`src/rtl/ks_pkg.sv`:
```
// Shared constants, FSM encoding and directed vector table for the
// Kogge-Stone adder self-test block.
package ks_pkg;

  localparam int KS_W = 16;
  localparam int N_DIR = 12;
  localparam logic [KS_W-1:0] LFSR_TAPS = 16'hB400;

  typedef enum logic [1:0] {
    S_IDLE  = 2'd0,
    S_RUN   = 2'd1,
    S_DRAIN = 2'd2,
    S_DONE  = 2'd3
  } state_t;

  typedef struct packed {
    logic [KS_W-1:0] a;
    logic [KS_W-1:0] b;
  } vec_t;

  function automatic vec_t dir_vec(input logic [3:0] i);
    vec_t v;
    v = '{a: 16'h0000, b: 16'h0000};
    case (i)
      4'd0:    v = '{a: 16'h0000, b: 16'h0000};
      4'd1:    v = '{a: 16'h0000, b: 16'h0001};
      4'd2:    v = '{a: 16'h0002, b: 16'h0005};
      4'd3:    v = '{a: 16'h000E, b: 16'h0001};
      4'd4:    v = '{a: 16'h000F, b: 16'h0001};
      4'd5:    v = '{a: 16'h0010, b: 16'h0001};
      4'd6:    v = '{a: 16'h0011, b: 16'h0005};
      4'd7:    v = '{a: 16'h000F, b: 16'h0000};
      4'd8:    v = '{a: 16'h0010, b: 16'h0000};
      4'd9:    v = '{a: 16'hFFFF, b: 16'h0001};
      4'd10:   v = '{a: 16'h7FFF, b: 16'h0001};
      4'd11:   v = '{a: 16'hFFFF, b: 16'hFFFF};
      default: v = '{a: 16'h0000, b: 16'h0000};
    endcase
    return v;
  endfunction

endpackage

```
`src/rtl/ks_lfsr.sv`:
```
// 16-bit Galois LFSR operand generator (right-shifting, taps LFSR_TAPS).
// Ports: clk, rst_n (async low), load (reload SEED), step (advance), q.
module ks_lfsr
  import ks_pkg::*;
#(
  parameter logic [KS_W-1:0] SEED = 16'h0001
) (
  input  logic            clk,
  input  logic            rst_n,
  input  logic            load,
  input  logic            step,
  output logic [KS_W-1:0] q
);

  logic [KS_W-1:0] r_q;
  logic [KS_W-1:0] w_nxt;

  assign w_nxt = (r_q >> 1) ^ (r_q[0] ? LFSR_TAPS : '0);
  assign q     = r_q;

  always_ff @(posedge clk or negedge rst_n) begin
    if (!rst_n) begin
      r_q <= SEED;
    end else if (load) begin
      r_q <= SEED;
    end else if (step) begin
      r_q <= w_nxt;
    end
  end

endmodule

```
`src/rtl/ks_adder_bist.sv`:
```
// Self-test driver/checker for a 16-bit Kogge-Stone adder.
// Ports: clk, rst_n, start in; dut_a/dut_b out, dut_res in;
// busy, done, pass, err_count, first_fail_a/b/res status out.
module ks_adder_bist
  import ks_pkg::*;
#(
  parameter int              NUM_VECTORS = 256,
  parameter logic [KS_W-1:0] SEED_A      = 16'hACE1,
  parameter logic [KS_W-1:0] SEED_B      = 16'h1D2F,
  parameter int              ERR_W       = 16
) (
  input  logic             clk,
  input  logic             rst_n,
  input  logic             start,
  output logic [KS_W-1:0]  dut_a,
  output logic [KS_W-1:0]  dut_b,
  input  logic [KS_W-1:0]  dut_res,
  output logic             busy,
  output logic             done,
  output logic             pass,
  output logic [ERR_W-1:0] err_count,
  output logic [KS_W-1:0]  first_fail_a,
  output logic [KS_W-1:0]  first_fail_b,
  output logic [KS_W-1:0]  first_fail_res
);

  localparam int TOTAL = N_DIR + NUM_VECTORS;
  localparam int IDX_W = $clog2(TOTAL + 1);
  localparam logic [IDX_W-1:0] LAST = IDX_W'(TOTAL - 1);

  state_t r_state;
  state_t w_next;

  logic [IDX_W-1:0] r_idx;
  logic             r_chk;
  logic             r_busy;
  logic             r_done;
  logic             r_hit;
  logic [ERR_W-1:0] r_err;
  logic [KS_W-1:0]  r_a;
  logic [KS_W-1:0]  r_b;
  logic [KS_W-1:0]  r_fa;
  logic [KS_W-1:0]  r_fb;
  logic [KS_W-1:0]  r_fr;

  logic            w_accept;
  logic            w_drive;
  logic            w_rand;
  logic            w_last;
  logic            w_mis;
  logic [KS_W-1:0] w_la;
  logic [KS_W-1:0] w_lb;
  logic [KS_W-1:0] w_va;
  logic [KS_W-1:0] w_vb;
  logic [KS_W-1:0] w_sum;
  vec_t            w_dir;

  assign w_accept = start &&
    (r_state == S_IDLE || r_state == S_DONE);
  assign w_drive  = (r_state == S_RUN);
  assign w_rand   = (r_idx >= IDX_W'(N_DIR));
  assign w_last   = (r_idx == LAST);
  assign w_dir    = dir_vec(r_idx[3:0]);
  assign w_va     = w_rand ? w_la : w_dir.a;
  assign w_vb     = w_rand ? w_lb : w_dir.b;

  // r_a/r_b are the operands currently on the adder inputs, so they
  // double as the registered copy the one-cycle-late check uses.
  assign w_sum = r_a + r_b;
  assign w_mis = r_chk && (dut_res != w_sum);

  ks_lfsr #(.SEED(SEED_A)) u_lfsr_a (
    .clk   (clk),
    .rst_n (rst_n),
    .load  (w_accept),
    .step  (w_drive && w_rand),
    .q     (w_la)
  );

  ks_lfsr #(.SEED(SEED_B)) u_lfsr_b (
    .clk   (clk),
    .rst_n (rst_n),
    .load  (w_accept),
    .step  (w_drive && w_rand),
    .q     (w_lb)
  );

  always_comb begin
    w_next = r_state;
    unique case (r_state)
      S_IDLE:  if (w_accept) w_next = S_RUN;
      S_RUN:   if (w_last) w_next = S_DRAIN;
      S_DRAIN: w_next = S_DONE;
      S_DONE:  if (w_accept) w_next = S_RUN;
      default: w_next = S_IDLE;
    endcase
  end

  always_ff @(posedge clk or negedge rst_n) begin
    if (!rst_n) begin
      r_state <= S_IDLE;
    end else begin
      r_state <= w_next;
    end
  end

  always_ff @(posedge clk or negedge rst_n) begin
    if (!rst_n) begin
      r_idx  <= '0;
      r_chk  <= 1'b0;
      r_busy <= 1'b0;
      r_done <= 1'b0;
      r_hit  <= 1'b0;
      r_err  <= '0;
      r_a    <= '0;
      r_b    <= '0;
      r_fa   <= '0;
      r_fb   <= '0;
      r_fr   <= '0;
    end else begin
      r_busy <= (w_next == S_RUN) || (w_next == S_DRAIN);
      r_done <= (w_next == S_DONE);
      r_chk  <= w_drive;
      if (w_accept) begin
        r_idx <= '0;
        r_hit <= 1'b0;
        r_err <= '0;
        r_fa  <= '0;
        r_fb  <= '0;
        r_fr  <= '0;
      end else begin
        if (w_drive) begin
          r_a <= w_va;
          r_b <= w_vb;
          if (!w_last) r_idx <= r_idx + IDX_W'(1);
        end
        if (w_mis) begin
          if (r_err != '1) r_err <= r_err + ERR_W'(1);
          if (!r_hit) begin
            r_hit <= 1'b1;
            r_fa  <= r_a;
            r_fb  <= r_b;
            r_fr  <= dut_res;
          end
        end
      end
    end
  end

  assign dut_a          = r_a;
  assign dut_b          = r_b;
  assign busy           = r_busy;
  assign done           = r_done;
  assign pass           = r_done && (r_err == '0);
  assign err_count      = r_err;
  assign first_fail_a   = r_fa;
  assign first_fail_b   = r_fb;
  assign first_fail_res = r_fr;

endmodule

```
`config.mk`:
```
export PLATFORM = sky130hd
export DESIGN_NAME = ks_adder_bist
export DESIGN_NICKNAME = d
export VERILOG_FILES = /design/src/rtl/ks_pkg.sv /design/src/rtl/ks_lfsr.sv /design/src/rtl/ks_adder_bist.sv
export SDC_FILE = /design/constraint.sdc
export NUM_CORES = 1
export LEC_CHECK = 0
export CAP_MARGIN = 20
export CORE_UTILIZATION = 45
export DETAILED_ROUTE_END_ITERATION = 8
export PLACE_DENSITY = 0.72
export REMOVE_ABC_BUFFERS = 1
export SYNTH_ARGS = -nofsm -noshare
export SYNTH_HDL_FRONTEND = slang
export SYNTH_HIERARCHICAL = 1
export SYNTH_SLANG_ARGS = --single-unit
```
`constraint.sdc`:
```
create_clock -name clk -period 3.5 [get_ports clk]
set_input_delay 1.05 -clock clk [delete_from_list [all_inputs] [get_ports clk]]
set_output_delay 1.05 -clock clk [all_outputs]
set_load 0.005 [all_outputs]
```
; ---- Word level (Yosys, flattened, before mapping)
; Memories as Yosys holds them, arrays and structs flattened.
; Cells that the tools add are included.
[word_totals]
regBits = 143
romBits = 512
input_bits = 19
output_inout_bits = 99
wordCells = 78
mem_count = 1
[op_classes]
n_addsub = 3
order_cmp = 1
eq_ne = 11
mux = 28
bitwise = 3
reduce_logical = 17
[mem_list]
columns = name, depth, word_bits, rd, rd_ports_with_merged_regs, write_ports, line_no
row1 = (no name shown), 16, 32, 1, 0, 0, ks_pkg.sv:24  ; case (i)
[ops]
columns = cell, n
row1 = $mux 16, 20
row2 = $xor 15x16->16, 2
row3 = $mux 9, 3
row4 = $add 16x1->16 const B, 1
row5 = $add 16x16->16, 1
row6 = $logic_not 16->1, 1
row7 = $ne 16x16->1, 1
row8 = $ne 16x16->1 const B, 1
row9 = $add 9x1->9 const B, 1
row10 = $eq 9x9->1 const B, 1
row11 = $ge 9x4->1 const B, 1
row12 = $eq 2x2->1 const B, 4
row13 = $reduce_and 2->1, 4
row14 = $reduce_bool 2->1, 4
row15 = $pmux 2 s3, 1
row16 = $eq 2x1->1 const B, 2
row17 = $logic_and 1x1->1, 4
row18 = $mux 2, 2
row19 = $ne 2x1->1 const B, 2
row20 = $logic_not 2->1, 1
row21 = $logic_or 1x1->1, 2
row22 = $mux 1, 2
row23 = $reduce_or 2->1, 1
row24 = $not 1->1, 1

; ---- Depth between registers and ports, before layout
; Gate-level depths: netlist (run 1).
[depth]
ltp_word = 7
mapped_depth = 13
mapped_depth_nobuf = 11

; ---- Cells and area by module
; Netlist (run 1), hierarchy kept.
[modules_own_cells]
columns = module, n_inst, cells_each, area_per_inst_um2, seq_area_each_um2
row1 = ks_adder_bist, 1, 720, 6298.5, 2777.7
row2 = ks_lfsr at u_lfsr_a, 1, 56, 726.9, 410.4
row3 = ks_lfsr at u_lfsr_b, 1, 56, 719.4, 411.6

; ---- Worst setup path after synthesis (run 1)
; OpenSTA, ideal clock, no wires.
[synth_timing]
path_type = register to register
startpoint = register r_a[0], in the netlist dut_a[0]
endpoint = register r_err[0], in the netlist err_count[0]
setup_time_ps = 67
arrival_time_ps = 3096
t_required_ps = 3433
path_slack_ps = 337
stages_incl_launch_ff = 13
n_path_buf = 1
synth_period_minus_slack_ps = 3163
path_cell_list = dfrtp_1 -> ha_1 -> fa_1 -> a21o_1 -> a211o_1 -> a21bo_1 -> a221o_1 -> nor4_2 -> nand4_1 -> or2_4 -> buf_6 -> a311o_1 -> nand2_1
[synth_via]
elab_chain_len = 5
[synth_rtl]
columns = element, line_no
row1 = start: declaration, ks_adder_bist.sv:40  ; logic [KS_W-1:0] r_a;
row2 = start signal: assignment, ks_adder_bist.sv:133  ; r_a <= w_va;
row3 = $add 16x16->16, ks_adder_bist.sv:69  ; assign w_sum = r_a + r_b;
row4 = $ne 16x16->1, ks_adder_bist.sv:70  ; assign w_mis = r_chk && (dut_res != w_sum);
row5 = $logic_and 1x1->1, ks_adder_bist.sv:70
row6 = $reduce_bool 2->1 (no line), n/a
row7 = $reduce_and 2->1 (no line), n/a
row8 = end signal: assignment, ks_adder_bist.sv:138  ; if (r_err != '1) r_err <= r_err + ERR_W'(1);
row9 = end: declaration, ks_adder_bist.sv:39  ; logic [ERR_W-1:0] r_err;
; No other way between the ends.
; A chain may end at the register's enable or synchronous reset.

; ---- Final worst setup path (run 1)
[layout_timing]
startpoint = input dut_res[9]
endpoint = register r_fb[6], in the netlist first_fail_b[6]
[layout_via]
elab_chain_len = 4
[layout_rtl]
columns = element, line_no
row1 = start: declaration, ks_adder_bist.sv:17  ; input logic [KS_W-1:0] dut_res,
row2 = $ne 16x16->1, ks_adder_bist.sv:70
row3 = $logic_and 1x1->1, ks_adder_bist.sv:70
row4 = $reduce_bool 2->1 (no line), n/a
row5 = $reduce_and 2->1 (no line), n/a
row6 = end signal: assignment, ks_adder_bist.sv:142  ; r_fb <= r_b;
row7 = end: declaration, ks_adder_bist.sv:43  ; logic [KS_W-1:0] r_fb;
; No other way between the ends.

==> results of run 1 <==
[power groups by stage]
stage          combinational, mW  sequential, mW  clock [mW]
3_5_place_dp                4.41            2.51           0
3_3_place_gp                4.35            2.51           0
5_1_grt                     5.17            2.55        1.99
4_1_cts                     4.43            2.49        1.90
2_1_floorplan               2.39            2.49           0
6_report                    4.73            2.50        1.88
[kinds of logic (layout without fill, tap and decap cells)]
kind of cell / Yosys count / after routing / share of synthesized area [%]
simple gates: 320 / 320 / 20.4
compound gates: 214 / 214 / 16.6
flops: 143 / 143 / 46.5
buf+inv: 68 / 214 / 4.54
xor+xnor: 32 / 32 / 3.80
fa+ha+maj: 28 / 28 / 4.62
mux: 27 / 27 / 3.55
[timing repair]
action,4_1_cts,5_1_grt
setup buffers,0,2
endpoints found under the setup margin,0,44
gates resized for setup,0,8
[sequential cells by signal (all words and copies together) (netlist names), 9 cells and up]
register / count
r_idx: 9
err_count: 16
first_fail_res: 16
first_fail_b: 16
u_lfsr_a/q: 16
dut_a: 16
first_fail_a: 16
dut_b: 16
u_lfsr_b/q: 16
[per-layer routing]
layer,vias up,part of all wire [%]
met1,3295,46
met2,214,47
met5,-,0
met4,0,1.3
li1,3228,-
met3,26,5.3
[final timing paths]
kind	slack (ps)	end	startpoint
max	90	first_fail_b[6]	dut_res[9]
min	490	first_fail_res[11]	first_fail_res[11]
max reg2reg	100	first_fail_b[6]	dut_b[0]
min reg2reg	490	first_fail_res[11]	first_fail_res[11]
max in group asynchronous	2100	u_lfsr_a/q[6]	rst_n
min in group asynchronous	610	r_idx[4]	rst_n
[stage by stage]
step | util [%] | total power [mW] | area [um^2]
after global placement | 55.8 | 6.86 | 9320
final | 60.5 | 9.11 | 10100
after global routing | 60.5 | 9.70 | 10100
after detailed placement | 55.8 | 6.92 | 9320
after floorplan | - | 4.88 | 7440
after CTS | 59.5 | 8.83 | 9940
[critical path: cells and delay by family]
kind	cells	cell delay, ps
xor+xnor	1	240
compound gates	3	430
buf+inv	4	1090
simple gates	5	910
[cells in the final DEF, fill, tap and decap left out, types with 4 or more instances in the layout]
| cell | netlist | layout |
|---|---|---|
| sky130_fd_sc_hd__o21a_1 | 4 | 4 |
| sky130_fd_sc_hd__nand4_1 | 15 | 15 |
| sky130_fd_sc_hd__xor2_1 | 11 | 11 |
| sky130_fd_sc_hd__nand3_1 | 64 | 64 |
| sky130_fd_sc_hd__nor2b_1 | 7 | 7 |
| sky130_fd_sc_hd__buf_12 | 2 | 6 |
| sky130_fd_sc_hd__o21ai_0 | 59 | 59 |
| sky130_fd_sc_hd__a31oi_1 | 5 | 5 |
| sky130_fd_sc_hd__buf_4 | 1 | 42 |
| sky130_fd_sc_hd__a31o_2 | 4 | 4 |
| sky130_fd_sc_hd__nand2b_1 | 10 | 10 |
| sky130_fd_sc_hd__nor4_1 | 6 | 6 |
| sky130_fd_sc_hd__and2b_1 | 7 | 7 |
| sky130_fd_sc_hd__dfstp_2 | 17 | 17 |
| sky130_fd_sc_hd__clkinvlp_4 | 0 | 5 |
| sky130_fd_sc_hd__nor3_1 | 12 | 12 |
| sky130_fd_sc_hd__a211o_1 | 9 | 9 |
| sky130_fd_sc_hd__mux2_2 | 4 | 4 |
| sky130_fd_sc_hd__inv_1 | 12 | 12 |
| sky130_fd_sc_hd__and2b_2 | 4 | 4 |
| sky130_fd_sc_hd__dfrtp_1 | 126 | 126 |
| sky130_fd_sc_hd__mux2i_1 | 23 | 23 |
| sky130_fd_sc_hd__nand2_1 | 86 | 85 |
| sky130_fd_sc_hd__ha_1 | 27 | 25 |
| sky130_fd_sc_hd__a211oi_1 | 5 | 5 |
| sky130_fd_sc_hd__and4_1 | 4 | 4 |
| sky130_fd_sc_hd__a211o_2 | 5 | 5 |
| sky130_fd_sc_hd__clkdlybuf4s50_1 | 0 | 115 |
| sky130_fd_sc_hd__and2_1 | 8 | 8 |
| sky130_fd_sc_hd__xnor2_1 | 20 | 19 |
| sky130_fd_sc_hd__o21ai_1 | 6 | 6 |
| sky130_fd_sc_hd__clkbuf_16 | 0 | 21 |
| sky130_fd_sc_hd__a21o_1 | 8 | 8 |
| sky130_fd_sc_hd__a21oi_1 | 86 | 85 |
| sky130_fd_sc_hd__nor2_1 | 66 | 66 |
| sky130_fd_sc_hd__and3_1 | 16 | 16 |
[cell type report]
class / instances / area, um^2 / area share, %
Clock buffer: 19 / 453 / 4.48
Clock inverter: 13 / 164 / 1.62
Inverter: 12 / 45.0 / 0.445
Multi-Input combinational cell: 621 / 3850 / 38.1
Sequential cell: 143 / 3600 / 35.6
Tap cell: 220 / 275 / 2.72
Timing Repair Buffer: 170 / 1720 / 17.0
==> out/qor.log, run 1 <==
INFO  routing        wl_per_cell=17.9um
INFO  setup_path     critPathMaxFanout=17
INFO  routing        dr_total_vias=6763
INFO  setup_path     cp.required=3840ps
INFO  routing        route.detailed.vias_per_inst=5.65
INFO  global_routing grt_antenna_before_repair=0
INFO  sta            tns=0ps
INFO  finish         area_delta_synth_final=30.6%
INFO  placement      place_inst=1159
INFO  sta            setup_viol=0
INFO  global_routing gr-total-overflow=0
INFO  setup_path     critical_path_arrival=3750ps
INFO  routing        drt-total-wl=21.5mm
INFO  placement      placer_congestion=0.883
INFO  pwr            switching_share=39.5%
INFO  routing        detailed_routing_iteration_count_for_the_pre_antenna_repair_pass=6
INFO  yosys          edff_count_synth=0
INFO  sta            setup_ws=92.3ps
INFO  sta            timing_max_transition_violations_final=0
INFO  pwr            clkPwrFrac=20.6%
INFO  placement      dpl_worst_slack=-405ps
INFO  placement      dp.final_hpwl=14.0mm
INFO  global_routing global_route_hottest_layer=met2
INFO  clock_tree     clock_insertion_delay_worst_skew=430ps
INFO  yosys          synthCells=832
INFO  finish         fillerInstances=1432
INFO  min_path       hp-class=flip-flop to flip-flop
INFO  yosys          dominant_cells_by_area_after_synthesis=sky130_fd_sc_hd__dfrtp_1 41%, sky130_fd_sc_hd__dfstp_2 5.8%, sky130_fd_sc_hd__a21oi_1 5.6%, sky130_fd_sc_hd__ha_1 4.4%, sky130_fd_sc_hd__nand2_1 4.2%
INFO  sta            max_slew_margin=36.5%
INFO  placement      count_of_port_buffers_added_during_placement=117
INFO  global_routing use_met2=36.4%
INFO  sta            hold_viol_final=0
INFO  setup_path     crit_path_cell_trace=clkdlybuf4s50_1 > xor2_1 > a21oi_1 > nor4_1 > nand4b_1 > nor4_2 > nand4_1 > buf_4 > o21ai_4 > buf_12 > clkbuf_16 > nand3_1 > o21ai_0
INFO  clock_tree     ctsRootBufferMaster=sky130_fd_sc_hd__clkbuf_16
INFO  yosys          synth.top_cell.area_share=40.7%
INFO  sta            timing_worst_slew_pin_value=950ps
INFO  global_routing first_global_vias=6184
INFO  yosys          synthDominantAreaCellType=sky130_fd_sc_hd__dfrtp_1
INFO  pwr            leakagePower=4.41nW
INFO  setup_path     setup.worst_path.start_class=input port
INFO  pwr            vdd_ir_drop_max=0.466mV
INFO  yosys          synth.yosys.warnings=6
INFO  sta            fin_skew=11.9ps
INFO  sta            max_freq=293MHz
INFO  global_routing use_met3=4.79%
INFO  sta            rsz0062_at_grt=no
INFO  global_routing grt_max_degree=113
INFO  routing        route.antenna.remaining_nets=0
INFO  floorplan      fp.dieH=133um
INFO  clock_tree     cts_max_path_buffers=2
INFO  floorplan      core=16700um^2
INFO  setup_path     crit_slowest_cell=sky130_fd_sc_hd__clkdlybuf4s50_1
INFO  clock_tree     tritoncts=done
INFO  yosys          yosys-top-cells-count=126 x sky130_fd_sc_hd__dfrtp_1, 86 x sky130_fd_sc_hd__a21oi_1, 86 x sky130_fd_sc_hd__nand2_1
INFO  floorplan      design.portCount=118
INFO  pwr            internal-power=5.51mW
INFO  pwr            net-switching-power=3.60mW
INFO  yosys          ffs_w_async_s_r_synth=100%
INFO  sta            final_min_period_over_clock_period=97.4%
INFO  clock_tree     clock_tree.htree_level_count=4
INFO  pwr            power.density_cell_area=900nW/um^2
INFO  global_routing grtUsageMet1=33.7%
INFO  setup_path     timing_worst_setup_path_type=input port to flip-flop
INFO  sta            holdWs=495ps
INFO  run_status     run_status=finished, final reports clean
INFO  clock_tree     hold_buffers=0
INFO  yosys          synth.ff_latch_count=143
INFO  yosys          syn-cell-area=7740um^2
INFO  min_path       depth_of_the_worst_hold_timing_path=2
INFO  finish         antenna_cells=0
INFO  pwr            combinationalPowerShare=51.9%
INFO  pwr            power.share.sequential=27.5%
INFO  finish         nNetsFinal=1012
INFO  sta            post-route-min-period=3410ps
INFO  routing        remaining_drc_errors=0
INFO  yosys          synth_most_common_cell=sky130_fd_sc_hd__dfrtp_1
INFO  finish         stdcell_count=1198
INFO  clock_tree     tritoncts.num_buffers=17
INFO  setup_path     crit_path_max_incr_delay=560ps
INFO  job            maxCapViolCount=0
INFO  floorplan      floorplan.die.width=133um
INFO  yosys          synthesis.area_per_instance=9.31um^2
INFO  yosys          yosys.cell_types.count=60
INFO  routing        drt_iter0_drc=594
INFO  global_routing grt.total_usage=23.6%
INFO  floorplan      design.die.area=17700um^2
INFO  global_routing grt_pass1_wl=32.9mm
INFO  yosys          ys_seq_area_share=46.5%
INFO  yosys          synthFlopType=sky130_fd_sc_hd__dfrtp_1
INFO  floorplan      std_cell_rows=47
INFO  setup_path     end_kind=flip-flop
INFO  finish         post_route_cells_drive_above_1_share=13.9%
INFO  clock_tree     clkSlewWorstSetupHoldPaths=60ps
INFO  floorplan      floorplan.initialDensity=46.4%
INFO  setup_path     r2r_cells=14
INFO  clock_tree     cts_sinks=143
No activity file was read; power rests on OpenSTA's default activity.
==> run 2, diff against run 1 <==
CORE_UTILIZATION = 40   (was 45)
PLACE_DENSITY = 0.66   (was 0.72)
SKIP_CTS_REPAIR_TIMING = 1   (was default)
==> run 2 against run 1 <==
  * Non-clock buffer count is 2 higher
  * Clock skew is 5.3 ps lower
  * Global-route usage is 2.3 points lower
  * Fmax is 1.9% higher
  * Routed wire length is 1.3% lower
  * Sequential power hardly changed
  * Critical path depth is 1 higher
  * Power hardly changed
  * Worst setup slack better by 65 ps
  * Largest cell class unchanged
==> out/qor.log, run 2 (synthesis results as in run 1) <==
INFO  clock_tree     cts_sinks=143
INFO  routing        drt_iter0_drc=589
INFO  setup_path     cp.required=3840ps
INFO  clock_tree     clock_tree.htree_level_count=4
INFO  run_status     run_status=finished, final reports clean
INFO  setup_path     setup.worst_path.start_class=flip-flop
INFO  global_routing first_global_vias=6229
INFO  min_path       sink_of_the_worst_hold_path=first_fail_res[1]
INFO  clock_tree     cts_max_path_buffers=2
INFO  routing        route.antenna.remaining_nets=0
INFO  floorplan      floorplan.die.width=141um
INFO  min_path       hp-class=flip-flop to flip-flop
INFO  placement      placer_congestion=0.843
INFO  sta            rsz0062_at_grt=no
INFO  floorplan      std_cell_rows=50
INFO  routing        route.detailed.vias_per_inst=5.36
INFO  finish         area_delta_synth_final=31.4%
INFO  floorplan      fp.dieH=141um
INFO  placement      dp.final_hpwl=14.0mm
INFO  finish         design_area=10200um^2
INFO  pwr            switching_share=39.0%
INFO  sta            final_min_period_over_clock_period=95.5%
INFO  placement      post_dp_cell_area=9390um^2
INFO  finish         register_area=3600um^2
INFO  finish         mostFrequentLayoutCell=sky130_fd_sc_hd__dfrtp_1
INFO  clock_tree     tritoncts.num_buffers=17
INFO  global_routing grt_max_degree=113
INFO  finish         final_cell_mix=126 x sky130_fd_sc_hd__dfrtp_1, 114 x sky130_fd_sc_hd__clkdlybuf4s50_1, 85 x sky130_fd_sc_hd__a21oi_1, 85 x sky130_fd_sc_hd__nand2_1, 66 x sky130_fd_sc_hd__nor2_1
INFO  floorplan      design.die.area=19900um^2
INFO  floorplan      core=18800um^2
INFO  job            maxCapViolCount=0
INFO  min_path       depth_of_the_worst_hold_timing_path=2
INFO  setup_path     critical_path_arrival=3690ps
INFO  routing        remaining_drc_errors=0
INFO  pwr            fin_total_pwr=9.11mW
INFO  global_routing grt_pass1_wl=33.1mm
INFO  clock_tree     ctsRootBufferMaster=sky130_fd_sc_hd__clkbuf_16
INFO  pwr            combinationalPowerShare=51.7%
INFO  setup_path     timing_worst_setup_path_type=flip-flop to flip-flop
INFO  pwr            power.density_cell_area=895nW/um^2
INFO  sta            hold_viol_final=0
INFO  finish         antenna_cells=0
INFO  setup_path     r2r_end=first_fail_res[9]
INFO  clock_tree     clkSlewWorstSetupHoldPaths=60ps
INFO  global_routing gr-total-overflow=0
INFO  pwr            net-switching-power=3.55mW
INFO  setup_path     end_kind=flip-flop
INFO  routing        drt-total-wl=21.2mm
INFO  setup_path     worstReg2RegStart=dut_a[0]
INFO  finish         nNetsFinal=1014
INFO  clock_tree     clock_insertion_delay_worst_skew=430ps
INFO  finish         multiInputGateArea=3860um^2
INFO  pwr            leakagePower=4.43nW
INFO  sta            tns=0ps
INFO  sta            max_slew_margin=40.4%
INFO  global_routing grt_antenna_before_repair=0
INFO  pwr            clkPwrFrac=20.7%
INFO  placement      count_of_port_buffers_added_during_placement=117
INFO  pwr            internal-power=5.55mW
INFO  routing        detailed_routing_iteration_count_for_the_pre_antenna_repair_pass=5
INFO  routing        wl_per_cell=17.1um
INFO  sta            timing_max_transition_violations_final=0
INFO  finish         fillerInstances=1671
INFO  floorplan      floorplan.initialDensity=41.1%
INFO  setup_path     reg2reg_setup_slack=160ps
INFO  sta            timing_worst_slew_pin_value=892ps
INFO  sta            post-route-min-period=3340ps
INFO  global_routing grt.total_usage=21.3%
INFO  pwr            vdd_ir_drop_max=0.477mV
INFO  finish         post_route_cells_drive_above_1_share=13.8%
INFO  setup_path     critPathMaxFanout=17
INFO  sta            setup_viol=0
INFO  clock_tree     tritoncts=done
INFO  sta            max_freq=299MHz
INFO  routing        dr_total_vias=6652
INFO  sta            fin_skew=6.59ps
INFO  setup_path     r2r_cells=14
INFO  pwr            power.share.sequential=27.6%
INFO  min_path       hold_path.startpoint=first_fail_res[1]
INFO  floorplan      design.portCount=118
==> run 2: critical path, cell delays in order, from the launching register on <==
cell and delay (ps):
sky130_fd_sc_hd__dfrtp_1 390, sky130_fd_sc_hd__ha_2 210, sky130_fd_sc_hd__fa_1 380, sky130_fd_sc_hd__a21o_1 190, sky130_fd_sc_hd__a211o_1 310, sky130_fd_sc_hd__a21bo_1 210
sky130_fd_sc_hd__a221o_1 340, sky130_fd_sc_hd__nor4_2 130, sky130_fd_sc_hd__nand4_1 130, sky130_fd_sc_hd__buf_4 170, sky130_fd_sc_hd__o21ai_4 250, sky130_fd_sc_hd__buf_12 180
sky130_fd_sc_hd__clkbuf_16 180, sky130_fd_sc_hd__nand3_1 80, sky130_fd_sc_hd__o21ai_0 100
==> run 2: layer usage <==
metal | global-route usage (%) | vias to the layer above | wire length [um]
met1 | 30.0 | 3231 | 10200
met5 | 0 | - | 0
li1 | - | 3244 | -
met4 | 7.27 | 0 | 259
met3 | 3.63 | 20 | 752
met2 | 33.0 | 157 | 9960
==> run 2: power groups by stage <==
stage	Sequential (mW)	Clock, mW	Combinational, mW
2_1_floorplan	2.49	0	2.39
3_3_place_gp	2.53	0	4.39
3_5_place_dp	2.53	0	4.42
4_1_cts	2.51	1.92	4.45
5_1_grt	2.57	1.99	5.17
6_report	2.51	1.88	4.71
==> run 2: area by class of cell <==
| type | count | share of cell area [%] |
|---|---|---|
| clock buffer | 23 | 4.70 |
| clock inverter | 9 | 1.30 |
| inverter | 12 | 0.443 |
| multi-input combinational | 621 | 37.9 |
| sequential | 143 | 35.4 |
| tap | 260 | 3.20 |
| timing repair buffer | 172 | 17.0 |
==> run 2: metrics by stage <==
stage / worst slack [ps] / hold slack, ps / cells / utilization [%]
floorplan: -1480 / 464 / 776 / -
global placement: -333 / 484 / 1200 / 49.9
detailed placement: -420 / 489 / 1200 / 49.9
CTS: -13.9 / 505 / 1232 / 53.1
global route: 11.5 / 526 / 1240 / 54.0
finish: 157 / 496 / 1240 / 54.0
==> run 2: how the worst max path moves through the flow <==
stage / slack [ps] / end / start / cells past startpoint
3_3_place_gp: -330 / first_fail_a[5] / dut_res[15] / 12
5_1_grt: 10 / first_fail_res[1] / dut_a[0] / 14
6_report: 160 / first_fail_res[9] / dut_a[0] / 14
2_1_floorplan: -1480 / u_lfsr_a/q[0] / r_state[1] / 6
3_5_place_dp: -420 / first_fail_a[14] / dut_res[15] / 12
4_1_cts: -10 / first_fail_a[12] / dut_res[15] / 12
==> run 3, diff against run 2 <==
PLACE_DENSITY = default   (was 0.66)
PLACE_DENSITY_LB_ADDON = 0.25   (was default)
SYNTH_HIERARCHICAL = default   (was 1)
==> run 3 against run 2 <==
  * The run now ends with negative setup slack left
  * Synthesized area decreased by 5.8%
  * Final cell count is 3.6% lower
  * Via count fell by 3.4%
  * Power decreased by 60%
  * Utilization up 1.4 points
  * Worst hold slack worse by 14 ps
  * Critical path type unchanged
  * Clock skew rose by 2.2 ps
  * Critical endpoint is now first_fail_res[6]
  * Die area fell by 5.8%
  * Non-clock buffer count is 13 higher
  * Routed wire length fell by 6.4%
  * Fmax down 8.1%
==> out/qor.log, run 3 <==
INFO  setup_path     crit_slowest_cell=sky130_fd_sc_hd__or4bb_1
INFO  setup_path     cp.required=3850ps
INFO  floorplan      std_cell_rows=49
INFO  pwr            power.density_cell_area=365nW/um^2
INFO  sta            max_freq=275MHz
INFO  clock_tree     clkSlewWorstSetupHoldPaths=60ps
INFO  setup_path     reg2reg_setup_slack=-140ps
INFO  yosys          synth.yosys.warnings=0
INFO  placement      dp.final_hpwl=13.3mm
INFO  job            maxCapViolCount=0
INFO  pwr            switching_share=22.8%
INFO  routing        drt-total-wl=19.8mm
INFO  sta            setup_ws=-138ps
INFO  sta            hold_viol_final=0
INFO  min_path       hold_path.startpoint=u_lfsr_b.q[3]
INFO  clock_tree     tritoncts=done
INFO  clock_tree     ctsRootBufferMaster=sky130_fd_sc_hd__clkbuf_16
INFO  yosys          ffs_w_async_s_r_synth=100%
INFO  routing        detailed_routing_iteration_count_for_the_pre_antenna_repair_pass=5
INFO  yosys          synth.ff_latch_count=143
INFO  finish         nNetsFinal=1000
INFO  finish         post_route_cells_drive_above_1_share=14.0%
INFO  sta            final_min_period_over_clock_period=104%
INFO  floorplan      design.die.area=18800um^2
INFO  setup_path     cp-endpoint=first_fail_res[6]
INFO  placement      count_of_port_buffers_added_during_placement=117
INFO  global_routing gr-total-overflow=0
INFO  global_routing grt.total_usage=21.1%
INFO  pwr            combinationalPowerShare=4.9%
INFO  routing        route.detailed.vias_per_inst=5.38
INFO  setup_path     r2r_end=first_fail_res[6]
INFO  setup_path     worstReg2RegStart=dut_b[0]
INFO  pwr            clkPwrFrac=47.6%
INFO  pwr            power.share.sequential=47.4%
INFO  sta            max_slew_margin=54.4%
INFO  finish         fillerInstances=1613
INFO  routing        route.antenna.remaining_nets=0
INFO  finish         final_cell_mix=166 x sky130_fd_sc_hd__nand2_1, 126 x sky130_fd_sc_hd__dfrtp_1, 110 x sky130_fd_sc_hd__clkdlybuf4s50_1
INFO  yosys          yosys.cell_types.count=57
INFO  global_routing first_global_vias=5786
INFO  pwr            leakagePower=4.54nW
INFO  pwr            vdd_ir_drop_max=0.342mV
INFO  yosys          syn-cell-area=7290um^2
INFO  yosys          edff_count_synth=0
INFO  sta            tns=-3200ps
INFO  yosys          ys_seq_area_share=49.4%
INFO  run_status     run_status=finished with violations
INFO  sta            timing_worst_slew_pin_value=684ps
INFO  floorplan      core=17900um^2
INFO  placement      placer_congestion=0.851
INFO  clock_tree     clock_insertion_delay_worst_skew=430ps
INFO  floorplan      floorplan.die.width=137um
INFO  global_routing grt_pass1_wl=30.4mm
INFO  setup_path     crit_path_max_incr_delay=550ps
INFO  sta            timing_max_transition_violations_final=0
INFO  routing        wl_per_cell=16.6um
INFO  sta            fin_skew=8.79ps
INFO  setup_path     critical_path_arrival=3990ps
INFO  min_path       hp-class=flip-flop to flip-flop
INFO  pwr            net-switching-power=827uW
INFO  finish         area_delta_synth_final=35.9%
INFO  sta            setup_viol=60
INFO  yosys          yosys-top-cells-count=167 x sky130_fd_sc_hd__nand2_1, 126 x sky130_fd_sc_hd__dfrtp_1, 87 x sky130_fd_sc_hd__nand3_1
INFO  setup_path     r2r_cells=14
INFO  floorplan      fp.dieH=137um
INFO  sta            holdWs=482ps
INFO  setup_path     setup.worst_path.start_class=flip-flop
INFO  yosys          synth.top_cell.area_share=43.2%
INFO  floorplan      floorplan.initialDensity=40.7%
INFO  setup_path     crit_path_cell_trace=ha_2 > fa_1 > xor2_1 > a211oi_1 > nand3_1 > or4bb_1 > a2111oi_4 > nand4_4 > o311ai_4 > buf_12 > buf_12 > clkbuf_16 > nand3_1 > o21ai_1
INFO  clock_tree     clock_tree.htree_level_count=4
INFO  finish         antenna_cells=0
INFO  yosys          synthDominantAreaCellType=sky130_fd_sc_hd__dfrtp_1
INFO  yosys          synthFlopType=sky130_fd_sc_hd__dfrtp_1
INFO  clock_tree     cts_max_path_buffers=2
INFO  pwr            internal-power=2.79mW
INFO  clock_tree     tritoncts.num_buffers=17
INFO  global_routing grt_max_degree=60
INFO  yosys          synthesis.area_per_instance=9.15um^2
INFO  yosys          synthCells=797
INFO  routing        remaining_drc_errors=0
INFO  finish         mostFrequentLayoutCell=sky130_fd_sc_hd__nand2_1
INFO  setup_path     critPathMaxFanout=5
INFO  yosys          synth_most_common_cell=sky130_fd_sc_hd__nand2_1
INFO  setup_path     end_kind=flip-flop
INFO  setup_path     worst_setup_path_startpoint=dut_b[0]
INFO  routing        drt_iter0_drc=408
INFO  sta            post-route-min-period=3640ps
INFO  setup_path     timing_worst_setup_path_type=flip-flop to flip-flop
INFO  floorplan      design.portCount=118
INFO  routing        dr_total_vias=6425
INFO  yosys          dominant_cells_by_area_after_synthesis=sky130_fd_sc_hd__dfrtp_1 43%, sky130_fd_sc_hd__nand2_1 8.6%, sky130_fd_sc_hd__dfstp_2 6.1%, sky130_fd_sc_hd__nand3_1 6.0%, sky130_fd_sc_hd__ha_1 4.6%
INFO  sta            rsz0062_at_grt=yes
INFO  run_status     failed_checks=negative setup slack
INFO  global_routing grt_antenna_before_repair=0
INFO  clock_tree     cts_sinks=143
[run 3: area by class of cell]
class | instances | area (um^2) | share of cell area, %
clock buffer | 21 | 470 | 4.75
clock inverter | 11 | 90.1 | 0.909
inverter | 18 | 67.6 | 0.681
multi-input combinational | 588 | 3490 | 35.2
sequential | 143 | 3600 | 36.3
tap | 229 | 287 | 2.89
timing repair buffer | 185 | 1910 | 19.3
[run 3: worst min path at each step]
| stage | to | slack [ps] | cells past startpoint |
|---|---|---|---|
| after floorplan | u_lfsr_b.q[11] | 460 | 2 |
| after global placement | u_lfsr_a.q[15] | 470 | 2 |
| after detailed placement | u_lfsr_b.q[2] | 480 | 2 |
| after CTS | u_lfsr_b.q[2] | 480 | 2 |
| after global routing | u_lfsr_a.q[15] | 520 | 2 |
| final | u_lfsr_b.q[2] | 480 | 2 |
[run 3: through the flow]
step | cells | power (mW) | area (um^2) | setup slack (ps) | utilization (%)
after global routing | 1195 | 3.75 | 9910 | -243 | 55.4
final | 1195 | 3.62 | 9910 | -138 | 55.4
after floorplan | 749 | 1.79 | 7070 | -1330 | -
after detailed placement | 1147 | 1.92 | 8990 | -745 | 50.2
after global placement | 1147 | 1.92 | 8990 | -681 | 50.2
after CTS | 1179 | 3.66 | 9550 | -311 | 53.4
[run 3: cells by family (layout without fill, tap and decap cells)]
kind of cell,after synthesis,count (layout),synth area share [%]
simple gates,340,340,21.4
flops,143,143,49.4
fa+ha+maj,28,28,4.91
compound gates,176,176,15.0
buf+inv,66,235,3.96
mux,6,6,0.824
xor+xnor,38,38,4.56
[run 3: critical path: cells and delay by family (launching register included)]
family	cells	cell delay (ps)
AO/OA/AOI/OAI	4	1010
XOR/XNOR	1	160
adder cells (fa/ha/maj)	2	650
buffers and inverters	3	440
flip-flops	1	380
AND/OR/NAND/NOR	4	910
[run 3: metal layers]
metal,track usage [%],vias to the layer above,routed length [um]
li1,-,3124,-
met1,29.4,3153,9300
met2,32.8,131,9510
met3,4.59,17,806
met4,6.47,0,216
met5,0,-,0
[run 3: power groups by stage]
stage                     clock [mW]  combinational, mW  sequential (mW)
after floorplan                    0             0.0544             1.73
after global placement             0              0.177             1.74
after detailed placement           0              0.178             1.74
after CTS                       1.76              0.179             1.71
after global routing            1.83              0.204             1.72
final                           1.72              0.179             1.72
